`config.mk`:
```
export PLATFORM = sky130hd
export DESIGN_NAME = mem_ctrl
export DESIGN_NICKNAME = d
export VERILOG_FILES = /design/src/rtl/mem_ctrl.sv
export SDC_FILE = /design/constraint.sdc
export NUM_CORES = 1
export LEC_CHECK = 0
export BUFFER_PORTS_ARGS = -buffer_cell sky130_fd_sc_hd__buf_2
export CORE_ASPECT_RATIO = 0.5
export CORE_MARGIN = 10
export CORE_UTILIZATION = 43
export CTS_BUF_LIST = sky130_fd_sc_hd__clkbuf_4 sky130_fd_sc_hd__clkbuf_8
export DETAILED_ROUTE_END_ITERATION = 10
export GPL_ROUTABILITY_DRIVEN = 1
export PLACE_DENSITY = 0.72
export SLEW_MARGIN = 20
export SYNTH_ARGS = -nofsm -noshare
export SYNTH_HDL_FRONTEND = slang
export SYNTH_SLANG_ARGS = --single-unit
```
`constraint.sdc`:
```
create_clock -name clk -period 2.6 [get_ports clk]
set_input_delay 0.52 -clock clk [delete_from_list [all_inputs] [get_ports clk]]
set_output_delay 0.52 -clock clk [all_outputs]
set_load 0.05 [all_outputs]
```
`src/rtl/mem_ctrl.sv`:
```
// mem_ctrl: byte-serial responder for instruction fetch and MEM-stage loads/stores on one 8-bit RAM port.
// Optional: define MEMCTRL_PREEMPT_EN to let a MEM request abort an in-flight fetch.
module mem_ctrl #(
    parameter int unsigned ADDR_WIDTH = 32
) (
    input  logic                  clk,
    input  logic                  rst,
    input  logic                  if_from_ram_enable_i,
    input  logic [ADDR_WIDTH-1:0] pc_i,
    input  logic                  pc_jump_enable_i,
    output logic                  is_if_output_o,
    output logic                  inst_ready_o,
    output logic [31:0]           inst_o,
    input  logic                  mem_req_i,
    input  logic                  mem_we_i,
    input  logic [1:0]            mem_len_i,
    input  logic [ADDR_WIDTH-1:0] mem_addr_i,
    input  logic [31:0]           mem_wdata_i,
    output logic                  mem_ready_o,
    output logic [31:0]           mem_rdata_o,
    input  logic [7:0]            ram_din_i,
    output logic [7:0]            ram_dout_o,
    output logic [ADDR_WIDTH-1:0] ram_a_o,
    output logic                  ram_wr_o
);

    typedef enum logic [2:0] {IDLE, IF_RD, MEM_RD, MEM_WR, DONE} state_t;

    state_t                state, state_d;
    logic [2:0]            cnt, cnt_d;
    logic [2:0]            len, len_d;
    logic [ADDR_WIDTH-1:0] base, base_d;
    logic [31:0]           wdat, wdat_d;
    logic [31:0]           rbuf, rbuf_d;
    logic [31:0]           word;
    logic [31:0]           inst_d, rdata_d;
    logic                  inst_rdy_d, mem_rdy_d, ram_wr_d;
    logic [7:0]            ram_dout_d;
    logic [ADDR_WIDTH-1:0] ram_a_d, step_a;
    logic [1:0]            boff;
    logic                  take_mem, take_if, preempt;

`ifdef MEMCTRL_PREEMPT_EN
    assign preempt = mem_req_i;
`else
    assign preempt = 1'b0;
`endif

    assign is_if_output_o = (state == IDLE) || (state == IF_RD);
    assign step_a         = base + ADDR_WIDTH'(cnt);
    // cnt counts edges since acceptance; the byte arriving now was addressed two edges ago
    assign boff           = cnt[1:0] - 2'd2;

    always_comb begin
        state_d    = state;
        cnt_d      = cnt;
        len_d      = len;
        base_d     = base;
        wdat_d     = wdat;
        rbuf_d     = rbuf;
        inst_d     = inst_o;
        inst_rdy_d = 1'b0;
        rdata_d    = mem_rdata_o;
        mem_rdy_d  = 1'b0;
        ram_a_d    = ram_a_o;
        ram_dout_d = ram_dout_o;
        ram_wr_d   = 1'b0;
        take_mem   = 1'b0;
        take_if    = 1'b0;
        word       = rbuf;
        if (cnt >= 3'd2) word[8*boff +: 8] = ram_din_i;

        case (state)
            IDLE: begin
                if (mem_req_i) take_mem = 1'b1;
                else if (if_from_ram_enable_i && !pc_jump_enable_i) take_if = 1'b1;
            end
            IF_RD, MEM_RD: begin
                if (state == IF_RD && preempt) begin
                    take_mem = 1'b1;
                end else if (state == IF_RD && pc_jump_enable_i) begin
                    state_d = IDLE;
                end else begin
                    if (cnt < len) ram_a_d = step_a;
                    if (cnt == len + 3'd1) begin
                        state_d = DONE;
                        if (state == IF_RD) begin
                            inst_d     = word;
                            inst_rdy_d = 1'b1;
                        end else begin
                            rdata_d    = word;
                            mem_rdy_d  = 1'b1;
                        end
                    end else begin
                        rbuf_d = word;
                        cnt_d  = cnt + 3'd1;
                    end
                end
            end
            MEM_WR: begin
                if (cnt < len) begin
                    ram_wr_d   = 1'b1;
                    ram_a_d    = step_a;
                    ram_dout_d = wdat[8*cnt[1:0] +: 8];
                    cnt_d      = cnt + 3'd1;
                end else begin
                    mem_rdy_d = 1'b1;
                    state_d   = DONE;
                end
            end
            DONE:    state_d = IDLE;
            default: state_d = IDLE;
        endcase

        // Acceptance issues the first address at the same edge, from IDLE or on preemption
        if (take_mem) begin
            base_d  = mem_addr_i;
            wdat_d  = mem_wdata_i;
            rbuf_d  = '0;
            cnt_d   = 3'd1;
            ram_a_d = mem_addr_i;
            case (mem_len_i)
                2'd2:    len_d = 3'd2;
                2'd3:    len_d = 3'd4;
                default: len_d = 3'd1;
            endcase
            if (mem_we_i) begin
                state_d    = MEM_WR;
                ram_wr_d   = 1'b1;
                ram_dout_d = mem_wdata_i[7:0];
            end else begin
                state_d = MEM_RD;
            end
        end
        if (take_if) begin
            base_d  = pc_i;
            len_d   = 3'd4;
            rbuf_d  = '0;
            cnt_d   = 3'd1;
            ram_a_d = pc_i;
            state_d = IF_RD;
        end
    end

    always_ff @(posedge clk or negedge rst) begin
        if (!rst) begin
            state        <= IDLE;
            cnt          <= '0;
            len          <= '0;
            base         <= '0;
            wdat         <= '0;
            rbuf         <= '0;
            inst_o       <= '0;
            inst_ready_o <= 1'b0;
            mem_rdata_o  <= '0;
            mem_ready_o  <= 1'b0;
            ram_a_o      <= '0;
            ram_dout_o   <= '0;
            ram_wr_o     <= 1'b0;
        end else begin
            state        <= state_d;
            cnt          <= cnt_d;
            len          <= len_d;
            base         <= base_d;
            wdat         <= wdat_d;
            rbuf         <= rbuf_d;
            inst_o       <= inst_d;
            inst_ready_o <= inst_rdy_d;
            mem_rdata_o  <= rdata_d;
            mem_ready_o  <= mem_rdy_d;
            ram_a_o      <= ram_a_d;
            ram_dout_o   <= ram_dout_d;
            ram_wr_o     <= ram_wr_d;
        end
    end

endmodule

```
* Word level (Yosys, flattened, before mapping)
Index checks and enable logic that the tools add are counted.
Storage, ports and cells: register bits after elaboration 212, word-level logic and storage cells 106
Operators by class: $add $sub $neg 5, $lt $le $gt $ge 2, equality and inequality tests 14, shift-type cells 3, mux-type cells 52, bitwise gates (word level) 2, reductions and logical operators 15
Operators with widths (count):
- $mux 32 | 12
- $pmux 32 s2 | 1
- $mux 3 | 12
- $neg 5->34 | 1
- $shift 8x34->32 const A | 1
- $shiftx 8x34->32 | 1
- $add 32x3->32 | 1
- $bwmux 32 | 1
- $mux 8 | 4
- $shiftx 32x6->8 | 1
- $mux 1 | 18
- $ne 4x4->1 const B | 4
- $pmux 3 s2 | 2
- $reduce_and 4->1 | 3
- $ne 3x3->1 const B | 3
- $pmux 3 s3 | 1
- $add 3x1->3 const B | 2
- $eq 3x2->1 const B | 2
- $reduce_and 3->1 | 2
- $ne 5x5->1 const B | 1
- $eq 2x2->1 const B | 2
- $reduce_bool 4->1 | 1
- $eq 3x1->1 const B | 1
- $eq 3x3->1 | 1
- 13 further kinds | 15

* Longest topological paths before layout
Gate-level depths: netlist (run 1).
depth after elaboration 10, mapped depth 10, mapped depth without buffers 7

* Worst setup path after synthesis (run 1)
OpenSTA, ideal clock, no wires.
kind reg-to-reg, start reg cnt[1], end reg rbuf[16], library setup time 0.066 ns, arrival time 2.344 ns, setup slack 0.190 ns, stages on the path, launching flop included 8, clock period less this slack 2.410 ns, cell sequence dfrtp_1 > buf_1 > inv_1 > ha_1 > nor4_1 > and2_1 > buf_2 > a22o_1
Between the ends: longest elaborated chain between the ends 10, elaborated cells on any way between the ends 15
Ends and longest elaborated chain:
- start: declaration | line 30 | logic [2:0] cnt, cnt_d;
- start signal: assignment | line 162 | cnt <= cnt_d;
- $sub 2x2->2 | line 52 | assign boff = cnt[1:0] - 2'd2;
- $neg 5->34 | line 71 | if (cnt >= 3'd2) word[8*boff +: 8] = ram_din_i;
- $shiftx 8x34->32 or $shift 8x34->32 (tied branches) | line 71
- $bwmux 32 | line 71
- $mux 32 | line 71
- $mux 32 | line 85 | if (cnt == len + 3'd1) begin
- $mux 32 | line 81 | end else if (state == IF_RD && pc_jump_enable_i) begin
- $mux 32 | line 73 | case (state)
- $mux 32 | line 116 | if (take_mem) begin
- $mux 32 | line 135 | if (take_if) begin
- end signal: assignment | line 166 | rbuf <= rbuf_d;
- end: declaration | line 34 | logic [31:0] rbuf, rbuf_d;
Parallel ways exist; a longest one is shown, timed or not. The select of a mux whose other input is x is not followed. A chain may end at the register's enable or synchronous reset.

* Worst setup path after layout (run 1)
start reg cnt[2], end reg ram_a_o[13]
Between the ends: longest elaborated chain between the ends 6, elaborated cells on any way between the ends 7
Ends and longest elaborated chain:
- $add 32x3->32 or $lt 3x3->1 (tied branches) | line 50, 84, 101
- $mux 32 (*) | line 84, 101
- $mux 32 | line 81
- $pmux 32 s2 (*) | line 73
- $mux 32 (*) | line 116
- $mux 32 (*) | line 135
- end signal: assignment | line 171 | ram_a_o <= ram_a_d;
- end: declaration | line 23 | output logic [ADDR_WIDTH-1:0] ram_a_o,
Every way passes the cells marked *; elsewhere a longest branch is shown, timed or not. The select of a mux whose other input is x is not followed.

==> results of run 1 <==
==> cells in the final DEF, fill, tap and decap left out, drive strengths merged, types with 9 or more instances in the layout <==
cell / count
o211ai: 17
mux2i: 9
nand2: 120
ha: 13
a22o: 18
xor2: 20
clkbuf: 56
mux2: 33
buf: 252
nor2b: 11
nand3: 30
xnor2: 11
dfrtp: 212
inv: 11
nor2: 98
a22oi: 34
nand4: 9
o21ai: 28
a21oi: 112
and3: 13
==> registers in the layout (all words and copies together) (netlist names) <==
signal and cells:
base 32, inst_o 32, mem_rdata_o 32, ram_a_o 32, rbuf 32, wdat 32, ram_dout_o 8, cnt 3
len 3, state 3, inst_ready_o 1, mem_ready_o 1, ram_wr_o 1
==> area by class of cell <==
cell class	count	area, um2
tap	307	384
clock inverter	5	33.8
timing repair buffer	254	1420
multi-input combinational	654	4220
antenna	1	2.50
clock buffer	55	676
sequential	212	5310
inverter	10	37.5
fill	2052	10600
==> logic make-up after synthesis <==
logic type                 count (synthesis)
and+or+nand+nor                          323
AOI/OAI and AO/OA                        235
DFF                                      212
buffers and inverters                     67
muxes                                     50
xor gates and xnor gates                  32
adders and majority gates                 14
==> worst max-delay path, delay by kind of cell, from the launching register on <==
kind	cells	cell delay, ns
compound gates	3	0.85
fa+ha+maj	1	0.34
flops	1	0.45
simple gates	2	0.59
==> worst paths after layout <==
check,start,to,slack (ns),cells after the start
worst min register to register,rbuf[3],rbuf[3],0.49,1
worst max register to register,cnt[2],ram_a_o[13],0.25,6
worst min-delay path,mem_len_i[1],len[0],0.22,2
min in group asynchronous,rst,inst_ready_o,0.51,2
worst max-delay path,cnt[2],ram_a_o[13],0.25,6
max in group asynchronous,rst,inst_o[14],1.31,3
==> metal layers <==
layer	share of wire (%)	GRT usage, %	vias up	wire length [um]
li1	-	-	3768	-
met1	41	22.8	3961	11300
met2	51	31.7	234	14100
met3	6.2	3.91	52	1720
met4	2.3	5.43	0	642
met5	0	0	-	0
==> repair_timing <==
item,CTS,global route
endpoints found under the setup margin,0,0
hold buffers,1,0
gates resized for setup,0,0
hold endpoints to repair,54,0
==> metrics by stage <==
step	hold slack, ns	total power (uW)	area [um2]	worst slack [ns]	cells
after floorplan	0.224	12600	9870	0.190	933
after global placement	0.475	14800	11400	0.364	1436
after detailed placement	0.477	15100	11400	0.264	1436
after CTS	0.186	18100	12100	0.253	1497
after global routing	0.191	19100	12100	0.0270	1498
final	0.217	18000	12100	0.252	1498
==> report_power, final <==
part	switching, uW	internal [uW]	leakage [uW]
clock network	1340	1650	0.000374
registers	1030	4790	0.00263
logic	6340	2830	0.00275
total	8720	9270	0.00576
==> out/qor.csv, run 1 <==
metric,value,unit
initialDrtViolationCount,609,
grt_max_degree,66,
synth_top_family_by_area,compound AO/OA/AOI/OAI gates,
h-tree-depth,2,
setup_tns,0,ns
cp_slowest_cell,nand2_1,
io_buffers,219,
worstPathArrival,2.77,ns
critPathMaxFanout,16,
timing.final.crit_period,2.35,ns
yosysMostFrequentCell,dfrtp_1,
synthAdderAreaFrac,1.85,%
start_util,43.5,%
die_w,234,um
totalWireLength,27800,um
drcViolationCount,0,
synth_mux_area_share,6.50,%
crit_path_end_kind,flop,
maxCapViolCount,0,
yosys-top-cells-area,"dfrtp_1 54%, a21oi_1 5.6%, nand2_1 4.1%",
worst_slew_pin_slew,0.582,ns
synth_top_cell_by_area,dfrtp_1,
synth-edff-count,0,
grt_use_total,18.3,%
clock-sinks,212,
dp_hpwl,20500,um
ant_nets,0,
synthSimpleGateAreaFrac,15.6,%
first_pass_iters,5,
fmaxAchievable,426,MHz
die_area,29800,um2
rows,39,
ios,220,
synth_cells,933,
yosys-top-cells-count,"212 x dfrtp_1, 110 x a21oi_1, 108 x nand2_1",
path_class,flop to flop,
grt_pass1_vias,8286,
coreArea,22700,um2
finalMaxSlewViolations,0,
avgSynthCellArea,10.6,um2
grt_pass1_wl,44400,um
wl_per_cell,18.6,um
cts_tree,done,
synthDominantCellAreaShare,53.7,%
yosysWarnings,0,
antenna_found_initial,1,
hold_viol,0,
vias,8015,
setup_viol,0,
rsz0062_at_grt,no,
fin_util,53.3,%
drive_above_1_share,33.4,%
peakVddDrop,0.806,mV
post-route-period-util,90.3,%
cts_inserted_buffers,34,
ys.flop_type,dfrtp_1,
clk_latency,0.54,ns
synth.cell_area,9870,um2
clk_path_buf_depth,3,
critical_path.max_stage_delay,0.49,ns
ys_types,65,
leakagePower,0.00576,uW
die_y,127,um
syn-num-nets,1059,
cts-root-buf,clkbuf_8,
synthArstFlopShare,100,%
synth_xor_area_share,2.99,%
ys_seq_area_share,53.7,%
crit_required,3.03,ns
status,"complete, no violations",
p_per_area,1490,nW/um2
grt_overflow_total,0,
hp-class,input port to flop,
clk_pin_slew,0.06,ns
gp_congestion,0.875,
path_cells,ha_1 -> a21oi_1 -> o2111ai_4 -> nand2_1 -> nor2_1 -> a221oi_2,
worstSetupStartpointType,flop,
slew-limit-headroom,60.9,%
skew,0.0260,ns
vias_per_cell,5.35,
synth_compound_area_share,15.7,%
nets,1292,
yosys_register_bits,212,
syn_to_final_growth,22.4,%
postCtsSetupRepairBufs,0,
No activity file was read; power rests on OpenSTA's default activity.
==> inputs of run 2 (changes only) <==
- RECOVER_POWER: not set -> 50
- SKIP_LAST_GASP: not set -> 1
==> out/qor.csv, run 2 (synthesized netlist as in run 1, its figures left out) <==
metric,value,unit,change
status,"complete, no violations",,unchanged
critPathMaxFanout,16,,unchanged
hold_start,mem_len_i[1],,unchanged
skew,0.0258,ns,was 0.0260 ns
timing.final.crit_period,2.35,ns,about the same
r2r_slack,0.25,ns,about the same
setup_viol,0,,unchanged
peakVddDrop,0.775,mV,was 0.806 mV
hp-class,input port to flop,,unchanged
path_cells,ha_1 -> a21oi_1 -> o2111ai_4 -> nand2_1 -> nor2_1 -> a221oi_2,,unchanged
start_util,43.5,%,unchanged
grt_pass1_wl,44400,um,unchanged
wl_per_cell,18.6,um,about the same
die_w,234,um,unchanged
crit_family,compound AO/OA/AOI/OAI gates,,unchanged
dp_hpwl,20500,um,unchanged
clk_pin_slew,0.06,ns,about the same
nets,1292,,unchanged
cts_tree,done,,unchanged
ios,220,,unchanged
startpoint,cnt[2],,unchanged
crit_required,3.03,ns,about the same
vias_per_cell,5.35,,about the same
first_pass_iters,5,,unchanged
final_cell_mix,"212 x dfrtp_1, 165 x buf_2, 110 x a21oi_1",,"was 218 x buf_2, 212 x dfrtp_1, 110 x a21oi_1"
path_class,flop to flop,,unchanged
maxCapViolCount,0,,unchanged
p_per_area,1490,nW/um2,about the same
placed_area,11400,um2,unchanged
grt_use_total,18.3,%,unchanged
finalMaxSlewViolations,0,,unchanged
pre_cts_ws,0.264,ns,unchanged
leakagePower,0.00558,uW,was 0.00576 uW
antenna_found_initial,1,,unchanged
clk_latency,0.54,ns,about the same
postCtsSetupRepairBufs,0,,unchanged
rsz0062_at_grt,no,,unchanged
grt_max_degree,66,,unchanged
die_y,127,um,unchanged
critical_path.max_stage_delay,0.49,ns,about the same
fill_cells,2080,,"was 2,052"
grt_pass1_vias,8286,,unchanged
cp_slowest_cell,nand2_1,,unchanged
cts_resized,0,,unchanged
totalWireLength,27900,um,"was 27,800 um"
io_buffers,219,,unchanged
die_area,29800,um2,unchanged
hold_ws,0.218,ns,was 0.217 ns
grt_overflow_total,0,,unchanged
r2r-end,ram_a_o[13],,unchanged
worst-path-buf-inv,0,,unchanged
ctsHoldBuffers,1,,unchanged
rows,39,,unchanged
h-tree-depth,2,,unchanged
initialDrtViolationCount,555,,was 609
hold_viol,0,,unchanged
hold_end,len[0],,unchanged
whs_path_depth,2,,unchanged
worstPathArrival,2.78,ns,was 2.77 ns
reg2reg_depth,6,,unchanged
vias,8018,,"was 8,015"
regToRegStartpoint,cnt[2],,unchanged
slew-limit-headroom,1.97,%,was 60.9%
crit_path_end_kind,flop,,unchanged
cts-root-buf,clkbuf_8,,unchanged
setup_tns,0,ns,unchanged
fmaxAchievable,425,MHz,was 426 MHz
syn_to_final_growth,21.5,%,was 22.4%
coreArea,22700,um2,unchanged
gp_congestion,0.875,,unchanged
ant_nets,0,,unchanged
drcViolationCount,0,,unchanged
clk_path_buf_depth,3,,unchanged
worst_slack,0.246,ns,was 0.252 ns
drive_above_1_share,28.9,%,was 33.4%
clock-sinks,212,,unchanged
worst_slew_pin_slew,1.47,ns,was 0.582 ns
cts_inserted_buffers,34,,unchanged
layout_commonest_cell,dfrtp_1,,was buf_2
post-route-period-util,90.5,%,was 90.3%
worstSetupStartpointType,flop,,unchanged
design_area,12000,um2,"was 12,100 um2"
run 2: cell types whose count changed in the layout (fill, tap and decap cells not counted), sizes merged:
| cell | delta |
|---|---|
| clkbuf | +55 |
| buf | -55 |
run 2: layer usage:
metal / GRT usage (%) / wire length, um / up-vias
li1: - / - / 3768
met1: 22.8 / 11500 / 3969
met2: 31.7 / 14100 / 229
met3: 3.91 / 1600 / 52
met4: 5.43 / 641 / 0
met5: 0 / 0 / -
run 2: how the worst max path moves through the flow:
stage / end / cells after the start
final: ram_a_o[13] / 6
after CTS: ram_a_o[13] / 6
after detailed placement: ram_a_o[13] / 6
after floorplan: rbuf[16] / 7
after global placement: ram_a_o[13] / 6
after global routing: mem_rdata_o[14] / 3
run 2: worst reg2reg max path: cells and delay by family, from the launching register on:
family | cells | cell delay (ns)
AND/OR/NAND/NOR | 2 | 0.60
AO/OA/AOI/OAI | 3 | 0.85
adder cells (fa/ha/maj) | 1 | 0.34
flip-flops | 1 | 0.45
run 2: metrics by stage:
stage | instances | power, uW | utilization (%)
after detailed placement | 1436 | 15100 | 50.1
after global placement | 1436 | 14800 | 50.1
after CTS | 1497 | 18100 | 53.2
after floorplan | 933 | 12600 | -
after global routing | 1498 | 19000 | 52.9
final | 1498 | 17900 | 52.9
run 2: cell type report:
| class | instances | area (um2) | share of cell area [%] |
|---|---|---|---|
| timing repair buffer | 254 | 1330 | 11.1 |
| clock inverter | 5 | 33.8 | 0.282 |
| sequential | 212 | 5310 | 44.2 |
| inverter | 10 | 37.5 | 0.313 |
| antenna | 1 | 2.50 | 0.0209 |
| tap | 307 | 384 | 3.20 |
| clock buffer | 55 | 676 | 5.63 |
| multi-input combinational | 654 | 4220 | 35.2 |
run 2: where the power goes:
part	internal [uW]	leakage (uW)	switching, uW
clock	1650	0.000374	1340
sequential	4790	0.00263	1050
combinational	2710	0.00257	6350
total	9150	0.00558	8740
==> inputs of run 3 (changes only) <==
- ABC_AREA: not set -> 1
- PLACE_DENSITY: 0.72 -> 0.71
==> out/qor.csv, run 3 <==
metric,value,unit,change
fmaxAchievable,424,MHz,was 425 MHz
gp_congestion,0.905,,was 0.875
yosysWarnings,0,,unchanged
crit_path_end_kind,flop,,unchanged
avgSynthCellArea,7.87,um2,was 10.6 um2
drcViolationCount,0,,unchanged
grt_overflow_total,0,,unchanged
cts-root-buf,clkbuf_8,,unchanged
path_class,flop to flop,,unchanged
ys_types,41,,was 65
synth_cells,1354,,was 933
syn_to_final_growth,19.8,%,was 21.5%
skew,0.0272,ns,was 0.0258 ns
yosys-top-cells-area,"dfrtp_1 50%, nand2_1 16%, nor2_1 5.4%",,"was dfrtp_1 54%, a21oi_1 5.6%, nand2_1 4.1%"
setup_tns,0,ns,unchanged
power_switching,8650,uW,was 8740 uW
cpMostUsedCell,nand2_1,,
ys.flop_type,dfrtp_1,,unchanged
leakagePower,0.00664,uW,was 0.00558 uW
clock-sinks,212,,unchanged
synthDominantCellAreaShare,49.8,%,was 53.7%
hold_start,mem_wdata_i[10],,was mem_len_i[1]
r2r-end,ram_a_o[28],,was ram_a_o[13]
slew-limit-headroom,23.7,%,was 1.97%
hold_ws,0.126,ns,was 0.218 ns
hold_end,wdat[10],,was len[0]
die_y,131,um,was 127 um
synth_top_cell_by_area,dfrtp_1,,unchanged
worst_slew_pin_slew,1.14,ns,was 1.47 ns
grt_pass1_wl,50300,um,"was 44,400 um"
power_frac_clock,17.6,%,was 16.7%
peakVddDrop,0.629,mV,was 0.775 mV
worst-path-buf-inv,2,,was 0
worstSetupStartpointType,flop,,unchanged
regToRegStartpoint,cnt[1],,was cnt[2]
critPathMaxFanout,14,,was 16
ys_seq_area_share,49.8,%,was 53.7%
whs_path_depth,3,,was 2
synthArstFlopShare,100,%,unchanged
status,"complete, no violations",,unchanged
setup_viol,0,,unchanged
coreArea,24200,um2,"was 22,700 um2"
yosys_register_bits,212,,unchanged
vias,9540,,"was 8,018"
pwr-share-seq,31.4,%,was 32.6%
hold_viol,0,,unchanged
maxCapViolCount,0,,unchanged
p_per_area,1370,nW/um2,was 1490 nW/um2
layout_commonest_cell,nand2_1,,was dfrtp_1
timing.final.crit_period,2.36,ns,was 2.35 ns
start_util,44.1,%,was 43.5%
hp-class,input port to flop,,unchanged
clk_latency,0.60,ns,was 0.54 ns
swShare,49.5,%,was 48.9%
die_area,31800,um2,"was 29,800 um2"
die_w,243,um,was 234 um
io_buffers,219,,unchanged
totalWireLength,31000,um,"was 27,900 um"
initialDrtViolationCount,741,,was 555
yosys-top-cells-count,"463 x nand2_1, 212 x dfrtp_1, 154 x nor2_1",,"was 212 x dfrtp_1, 110 x a21oi_1, 108 x nand2_1"
finalMaxSlewViolations,0,,unchanged
fill_cells,2396,,"was 2,080"
rows,40,,was 39
r2r_slack,0.24,ns,was 0.25 ns
post-route-period-util,90.7,%,was 90.5%
crit_family,simple AND/OR/NAND/NOR gates,,was compound AO/OA/AOI/OAI gates
postCtsSetupRepairBufs,0,,unchanged
path_cells,buf_4 -> fa_1 -> nand2_1 -> nand2_1 -> nand2_1 -> nor2_1 -> buf_4 -> nand3_1 -> nand2_1 -> nand2_1 -> a21oi_1,,was ha_1 -> a21oi_1 -> o2111ai_4 -> nand2_1 -> nor2_1 -> a221oi_2
syn-num-nets,1480,,"was 1,059"
critical_path.max_stage_delay,0.63,ns,was 0.49 ns
wl_per_cell,15.9,um,was 18.6 um
final_cell_mix,"463 x nand2_1, 212 x dfrtp_1, 210 x buf_2",,"was 212 x dfrtp_1, 165 x buf_2, 110 x a21oi_1"
ios,220,,unchanged
h-tree-depth,1,,was 2
rsz0062_at_grt,no,,unchanged
yosysMostFrequentCell,nand2_1,,was dfrtp_1
cp_slowest_cell,dfrtp_1,,was nand2_1
cts_inserted_buffers,31,,was 34
first_pass_iters,5,,unchanged
internal_power,8800,uW,was 9150 uW
cts_tree,done,,unchanged
grt_pass1_vias,9512,,"was 8,286"
ant_nets,0,,unchanged
nets,1710,,"was 1,292"
synth.cell_area,10700,um2,was 9870 um2
pwr-share-comb,51.0,%,was 50.6%
crit_required,3.09,ns,was 3.03 ns
antenna_found_initial,1,,unchanged
grt_max_degree,51,,was 66
drive_above_1_share,21.3,%,was 28.9%
grt_use_total,18.8,%,was 18.3%
vias_per_cell,4.91,,was 5.35
dp_hpwl,23100,um,"was 20,500 um"
clk_pin_slew,0.07,ns,was 0.06 ns
clk_path_buf_depth,3,,unchanged
synth-edff-count,0,,unchanged
worstPathArrival,2.85,ns,was 2.78 ns
reg2reg_depth,11,,was 6
[run 3: cell count changes after synthesis, sizes merged, moves of 13 or more]
cell and delta:
o22ai +38, nor2 +67, nand2 +350, o21ai +73
a22oi -34, o211ai -17, mux2 -33, a22o -17
and3 -13, nand3 +42, a21oi -77, o21bai +15
inv +107
[run 3: cells by family after synthesis]
family          after synthesis  synth area share, %
simple gates                735                 28.5
flops                       212                 49.8
compound gates              206                 11.0
buf+inv                     175                 7.82
fa+ha+maj                    14                 1.72
xor+xnor                     12                 1.06
[run 3: power by group through the flow]
stage	clock network [uW]	registers, uW	logic [uW]
2_1_floorplan	0	7430	4820
6_report	3080	5470	8900
4_1_cts	3160	5480	9020
3_5_place_dp	0	5520	9000
5_1_grt	3300	5640	9820
3_3_place_gp	0	5500	8910
[run 3: through the flow]
step | worst slack, ns | total power, uW | cell area (um2) | cells | util, %
final | 0.243 | 17400 | 12800 | 1942 | 52.8
after global routing | 0.0116 | 18800 | 12800 | 1942 | 52.8
after CTS | 0.219 | 17700 | 12800 | 1941 | 53.1
after detailed placement | 0.277 | 14500 | 12100 | 1886 | 50.1
after global placement | 0.320 | 14400 | 12100 | 1886 | 50.1
after floorplan | 0.365 | 12200 | 10700 | 1354 | -
[run 3: what timing repair did]
item / in CTS / in global routing
endpoints found under the setup margin: 0 / 1
resized for setup: 0 / 1
hold buffers: 1 / 0
endpoints found under the hold margin: 39 / 0
[run 3: metal layers]
metal	GRT usage [%]	vias to the layer above	part of all wire [%]
met1	24.3	4453	45
met5	0	-	0
li1	-	4806	-
met3	3.54	37	5.2
met2	32.2	244	48
met4	4.03	0	1.6
[run 3: layout make-up]
class                           instances  area [um2]  share of cell area [%]
Clock inverter                          3        71.3                   0.559
Sequential cell                       212        5310                    41.6
Inverter                              119         454                    3.56
Timing Repair Buffer                  253        1350                    10.6
Tap cell                              336         420                    3.30
Multi-Input combinational cell        967        4500                    35.3
Antenna cell                            1        2.50                  0.0196
Clock buffer                           51         652                    5.11
[run 3: worst max path at each step]
stage	from	end	slack, ns	cells after the start
2_1_floorplan	cnt[0]	mem_rdata_o[16]	0.36	11
3_3_place_gp	cnt[1]	ram_a_o[17]	0.32	10
3_5_place_dp	cnt[1]	ram_a_o[20]	0.28	11
4_1_cts	cnt[1]	ram_a_o[20]	0.22	11
5_1_grt	cnt[1]	ram_a_o[28]	0.01	11
6_report	cnt[1]	ram_a_o[28]	0.24	11
[run 3: worst min-delay path: stages]
cell	delay, ns
buf_2	0.08
nand2_1	0.04
nand2_1	0.05
